## config.mk

```make
export PLATFORM = sky130hd
export DESIGN_NAME = multi_cycle_control
export DESIGN_NICKNAME = d
export VERILOG_FILES = /design/src/rtl/multi_cycle_control.sv
export SDC_FILE = /design/constraint.sdc
export NUM_CORES = 1
export LEC_CHECK = 0
export BUFFER_PORTS_ARGS = -buffer_cell sky130_fd_sc_hd__buf_2
export CORE_MARGIN = 5
export CORE_UTILIZATION = 54
export CTS_BUF_LIST = sky130_fd_sc_hd__clkbuf_4
export DETAILED_ROUTE_END_ITERATION = 12
export PLACE_DENSITY = 0.84
export REMOVE_ABC_BUFFERS = 1
export SKIP_LAST_GASP = 1
export SYNTH_ARGS = -nofsm -noshare
export SYNTH_HDL_FRONTEND = slang
export SYNTH_SLANG_ARGS = --single-unit
```

## constraint.sdc

```tcl
create_clock -name clk -period 2.6 [get_ports clk]
set_input_delay 0.52 -clock clk [delete_from_list [all_inputs] [get_ports clk]]
set_output_delay 0.52 -clock clk [all_outputs]
set_load 0.1 [all_outputs]
```

## src/rtl/multi_cycle_control.sv

```systemverilog
// rtl/multi_cycle_control.sv - multi-cycle sequencer for the 16-bit TSC CPU with halt, retire count and memory watchdog
module multi_cycle_control #(
  parameter int WORD_SIZE   = 16,
  parameter int MEM_TIMEOUT = 255
) (
  input  logic                 clk,
  input  logic                 reset,
  input  logic [WORD_SIZE-1:0] instr,
  input  logic                 bcond,
  input  logic                 mem_ack,
  output logic                 mem_req,
  output logic                 mem_read,
  output logic                 mem_write,
  output logic                 i_or_d,
  output logic                 ir_write,
  output logic                 pc_write,
  output logic [1:0]           pc_source,
  output logic                 alu_src_a,
  output logic [1:0]           alu_src_b,
  output logic                 reg_write,
  output logic [1:0]           reg_dst,
  output logic [1:0]           wb_sel,
  output logic                 output_active,
  output logic                 is_halted,
  output logic                 err,
  output logic [WORD_SIZE-1:0] num_inst
);

  localparam logic [3:0] OP_BNE = 4'd0;
  localparam logic [3:0] OP_ADI = 4'd4;
  localparam logic [3:0] OP_ORI = 4'd5;
  localparam logic [3:0] OP_LHI = 4'd6;
  localparam logic [3:0] OP_LWD = 4'd7;
  localparam logic [3:0] OP_SWD = 4'd8;
  localparam logic [3:0] OP_JMP = 4'd9;
  localparam logic [3:0] OP_JAL = 4'd10;
  localparam logic [3:0] OP_RTYPE = 4'd15;
  localparam logic [5:0] FN_JPR = 6'd25;
  localparam logic [5:0] FN_JRL = 6'd26;
  localparam logic [5:0] FN_WWD = 6'd28;
  localparam logic [5:0] FN_HLT = 6'd29;

  localparam int WD_W = (MEM_TIMEOUT > 1) ? $clog2(MEM_TIMEOUT) : 1;
  localparam logic [WD_W-1:0] WD_LAST = WD_W'((MEM_TIMEOUT > 0) ? MEM_TIMEOUT - 1 : 0);

  typedef enum logic [2:0] {
    S_INIT, S_IF, S_ID, S_EX, S_MEM, S_WB, S_HALT, S_ERR
  } state_t;

  state_t state, next_state;
  logic [WD_W-1:0] wd;
  logic retire;
  logic wd_expire;

  logic [3:0] opcode;
  logic [5:0] func;
  logic is_rtype, is_ralu, is_br, is_adi, is_zimm, is_lwd, is_swd;
  logic is_jmp, is_jal, is_jpr, is_jrl, is_wwd, is_hlt, needs_ex;
  logic unused_bits;

  assign opcode      = instr[WORD_SIZE-1 -: 4];
  assign func        = instr[5:0];
  assign unused_bits = ^instr[WORD_SIZE-5:6];

  assign is_rtype = (opcode == OP_RTYPE);
  assign is_ralu  = is_rtype && (func[5:3] == 3'd0);
  assign is_jpr   = is_rtype && (func == FN_JPR);
  assign is_jrl   = is_rtype && (func == FN_JRL);
  assign is_wwd   = is_rtype && (func == FN_WWD);
  assign is_hlt   = is_rtype && (func == FN_HLT);
  assign is_br    = (opcode[3:2] == OP_BNE[3:2]);
  assign is_adi   = (opcode == OP_ADI);
  assign is_zimm  = (opcode == OP_ORI) || (opcode == OP_LHI);
  assign is_lwd   = (opcode == OP_LWD);
  assign is_swd   = (opcode == OP_SWD);
  assign is_jmp   = (opcode == OP_JMP);
  assign is_jal   = (opcode == OP_JAL);
  assign needs_ex = is_ralu | is_br | is_adi | is_zimm | is_lwd | is_swd | is_jpr | is_jrl | is_wwd;

  // An ack arriving in the expiry cycle is checked first, so it still wins.
  assign wd_expire = (MEM_TIMEOUT != 0) && (wd == WD_LAST);

  always_comb begin
    next_state    = state;
    mem_req       = 1'b0;
    mem_read      = 1'b0;
    mem_write     = 1'b0;
    i_or_d        = 1'b0;
    ir_write      = 1'b0;
    pc_write      = 1'b0;
    pc_source     = 2'd0;
    alu_src_a     = 1'b0;
    alu_src_b     = 2'd0;
    reg_write     = 1'b0;
    reg_dst       = 2'd0;
    wb_sel        = 2'd0;
    output_active = 1'b0;
    is_halted     = 1'b0;
    err           = 1'b0;
    case (state)
      S_INIT: next_state = S_IF;
      S_IF: begin
        mem_req   = 1'b1;
        mem_read  = 1'b1;
        alu_src_b = 2'd1;
        if (mem_ack) begin
          ir_write   = 1'b1;
          pc_write   = 1'b1;
          next_state = S_ID;
        end else if (wd_expire) begin
          next_state = S_ERR;
        end
      end
      S_ID: begin
        alu_src_b = 2'd2;
        if (is_jmp || is_jal) begin
          pc_write   = 1'b1;
          pc_source  = 2'd2;
          next_state = S_IF;
          if (is_jal) begin
            reg_write = 1'b1;
            reg_dst   = 2'd2;
            wb_sel    = 2'd2;
          end
        end else if (is_hlt) begin
          next_state = S_HALT;
        end else if (needs_ex) begin
          next_state = S_EX;
        end else begin
          next_state = S_IF;
        end
      end
      S_EX: begin
        next_state = S_IF;
        if (is_ralu || is_br) begin
          alu_src_a = 1'b1;
          if (is_ralu) next_state = S_WB;
          if (is_br && bcond) begin
            pc_write  = 1'b1;
            pc_source = 2'd1;
          end
        end else if (is_adi || is_lwd || is_swd) begin
          alu_src_a  = 1'b1;
          alu_src_b  = 2'd2;
          next_state = is_adi ? S_WB : S_MEM;
        end else if (is_zimm) begin
          alu_src_a  = 1'b1;
          alu_src_b  = 2'd3;
          next_state = S_WB;
        end else if (is_jpr || is_jrl) begin
          pc_write  = 1'b1;
          pc_source = 2'd3;
          if (is_jrl) begin
            reg_write = 1'b1;
            reg_dst   = 2'd2;
            wb_sel    = 2'd2;
          end
        end else if (is_wwd) begin
          output_active = 1'b1;
        end
      end
      S_MEM: begin
        mem_req   = 1'b1;
        i_or_d    = 1'b1;
        mem_read  = is_lwd;
        mem_write = is_swd;
        if (mem_ack) next_state = is_lwd ? S_WB : S_IF;
        else if (wd_expire) next_state = S_ERR;
      end
      S_WB: begin
        reg_write  = 1'b1;
        reg_dst    = is_ralu ? 2'd1 : 2'd0;
        wb_sel     = is_lwd ? 2'd1 : 2'd0;
        next_state = S_IF;
      end
      S_HALT: is_halted = 1'b1;
      S_ERR:  err = 1'b1;
      default: next_state = S_INIT;
    endcase
  end

  assign retire = ((state == S_ID) || (state == S_EX) || (state == S_MEM) || (state == S_WB)) &&
                  ((next_state == S_IF) || (next_state == S_HALT));

  always_ff @(posedge clk or posedge reset) begin
    if (reset) begin
      state    <= S_INIT;
      wd       <= '0;
      num_inst <= '0;
    end else begin
      state <= next_state;
      if (next_state != state) wd <= '0;
      else if (((state == S_IF) || (state == S_MEM)) && !mem_ack) wd <= wd + WD_W'(1);
      if (retire) num_inst <= num_inst + WORD_SIZE'(1);
    end
  end

endmodule

```

==> out/results.ini <==
[run_status]
status=completed

[run]
cap_violations=0

[floorplan]
start_util_pct=55.3
placementRows=22
core_um2=3610
io_pins=55
die_area_um2=5010
die_h_um=70.8
die_w_um=70.8

[grt]
grt_pass1_wl_mm=8.47
grt_max_degree=28
grt_pass1_vias=1884
antenna_found_initial=0
grt-ovfl-total=0
grt_use_total_pct=20.6

[cts]
cts_htree_levels=1
insertion_delay_ps=340
cts.sinks=27
cts_tree=built
root_buffer=clkbuf_4
path_clk_slew_ps=150
clockBufferDepth=2
cts_buffers=3
ctsHoldBuffers=0

[sta]
holdWs_ps=192
final.min_clock_period_ps=2540
tightestPinTransition_ps=523
setup_viol=0
rsz0062_at_grt=true
slew_headroom_pct=65.0
fmax_mhz=393
hold_violations=0
fin_crit_sh_pct=97.8
slew_viol_final=0
fin_setup_tns_ps=0
worst_slack_ps=57.0
fin_skew_ps=15.5

[logic_synthesis]
synthFlopType=dfrtp_1
synth_edf_count=0
syn_area_um2=1990
synth.ff_latch_count=27
ys_types=55
syn_avg_cell_area_um2=8.82
synth_top_area_share_pct=33.9
yosysWarningCount=0
synth_top_cell_by_area=dfrtp_1
synth-seq-area-share_pct=33.9
ys_top_cells_by_area=dfrtp_1 (34%), xnor2_1 (7.9%), nor2_1 (4.9%)
synthCells=226
async_flop_share_pct=100

[power_and_ir_drop]
seqPwrFrac_pct=22.6
netSwitchingFraction_pct=57.0
p_total_mw=2.52
pwr-share-comb_pct=70.0
switching_power_mw=1.44
irDropWorstVdd_mv=0.496
clkPwrFrac_pct=7.5
p_leak_nw=1.23
powerDensity_nw_per_um2=975
p_int_mw=1.08

[setup_path]
r2r-end=num_inst[15]$_DFFE_PP0P_
cp-endpoint=num_inst[15]$_DFFE_PP0P_
worstPathArrival_ps=2830
worstPathRequired_ps=2880
reg2reg_slack_ps=60
critPathCaptureType=flop
r2r-start=state[1]$_DFF_PP0_
crit_fanout=13
crit_start=state[1]$_DFF_PP0_
crit_type=reg2reg
reg2reg_depth=8
cp-start-kind=flop

[placement]
gp_congestion=0.851
io_buffers=48
postPlaceCellArea_um2=2460
dpl_worst_slack_ps=-74.0
dp.final_hpwl_mm=3.69

[routing]
avgRoutedWirePerCell_um=14.9
drt_wl_total_mm=5.06
vias=1953
drt_first_pass_iters=4
drcViolationCount=0
final_antenna_net_count=0
drt_iter0_markers=144
vias_per_cell=5.74

[cells_and_area]
stdcell_area_um2=2590
fin_nets=318
antenna_cells=0
layout_commonest_cell=buf_2
drive_above_1_share_pct=30.8
layout_common_cells=buf_2 (37), nor2_1 (26), dfrtp_1 (24)
syn_to_final_growth_pct=29.8

[hold_path]
hp-class=in2async

[what timing repair did]
| item | in CTS | in global routing |
|---|---|---|
| buffers inserted | 8 | 1 |
| pin swaps | 0 | 1 |
| gates resized for setup | 3 | 6 |
| endpoints found under the setup margin | 7 | 9 |
| gates cloned | 0 | 0 |
[worst max-delay path, stage by stage, from the launching register on]
cell and delay, ps:
dfrtp_2 460, buf_4 170, ha_1 240, or2_2 280
o31a_1 260, a221oi_1 330, a32o_2 330, and4_1 270
xor2_1 140
[state kept, by name (all words and copies together), names as in the netlist]
signal    cells
num_inst     16
wd            8
state         3
[Yosys cell counts (2+ instances only)]
master,instances
dfrtp_1,27
nor2_1,26
xnor2_1,18
nand2_1,16
and2_1,9
nand4_1,9
a21oi_1,8
and3_1,8
inv_1,8
nand3_1,8
xor2_1,7
ha_1,5
nor2b_1,5
nor3_1,5
nor4b_1,5
a211o_1,3
a211oi_1,3
and4_1,3
and4b_1,3
nand2b_1,3
nor3b_1,3
o21ai_0,3
a21o_1,2
a22oi_1,2
buf_2,2
buf_4,2
nand3b_1,2
o211ai_1,2
o211ai_2,2
or2_2,2
[power by group through the flow]
stage | combinational [mW] | clock [mW] | sequential (mW)
global placement | 1.58 | 0 | 0.614
finish | 1.76 | 0.188 | 0.570
CTS | 1.73 | 0.194 | 0.565
detailed placement | 1.60 | 0 | 0.618
global route | 1.86 | 0.213 | 0.578
floorplan | 1.01 | 0 | 0.827
[area by class of cell]
cell class,instances,area (um^2)
clock buffers,3,22.5
clock inverters,1,7.51
fillers,285,1020
inverters,9,33.8
multi-input cells,183,1260
flip-flops and latches,27,679
well taps,48,60.1
repair buffers,69,526
[routing by layer]
| layer | GRT usage [%] | wire length, um |
|---|---|---|
| met5 | 0 | 0 |
| met4 | 8.98 | 125 |
| met3 | 3.41 | 344 |
| met2 | 34.1 | 2410 |
| met1 | 26.5 | 2190 |
[metrics by stage]
| step | std cells | utilization, % |
|---|---|---|
| finish | 340 | 71.7 |
| global route | 340 | 71.7 |
| CTS | 339 | 70.8 |
| detailed placement | 327 | 68.2 |
| global placement | 327 | 68.2 |
| floorplan | 219 | - |
[kinds of logic after synthesis]
family	after synthesis	synth area share, %
simple gates	115	33.4
compound gates	37	14.1
flops	27	33.9
xor+xnor	25	11.0
buf+inv	16	3.89
fa+ha+maj	5	3.14
mux	1	0.565
[worst min path at each step]
stage                             startpoint                        to  slack, ps  depth (start not counted)
global placement    num_inst[15]$_DFFE_PP0P_  num_inst[15]$_DFFE_PP0P_        450                          1
CTS                                    reset   num_inst[7]$_DFFE_PP0P_        200                          3
detailed placement  num_inst[15]$_DFFE_PP0P_  num_inst[15]$_DFFE_PP0P_        460                          1
finish                                 reset   num_inst[7]$_DFFE_PP0P_        190                          3
floorplan                  wd[7]$_DFFE_PP0P_         wd[7]$_DFFE_PP0P_        500                          2
global route                           reset   num_inst[7]$_DFFE_PP0P_        220                          3
Note: power is estimated with default switching activity, not from simulation.
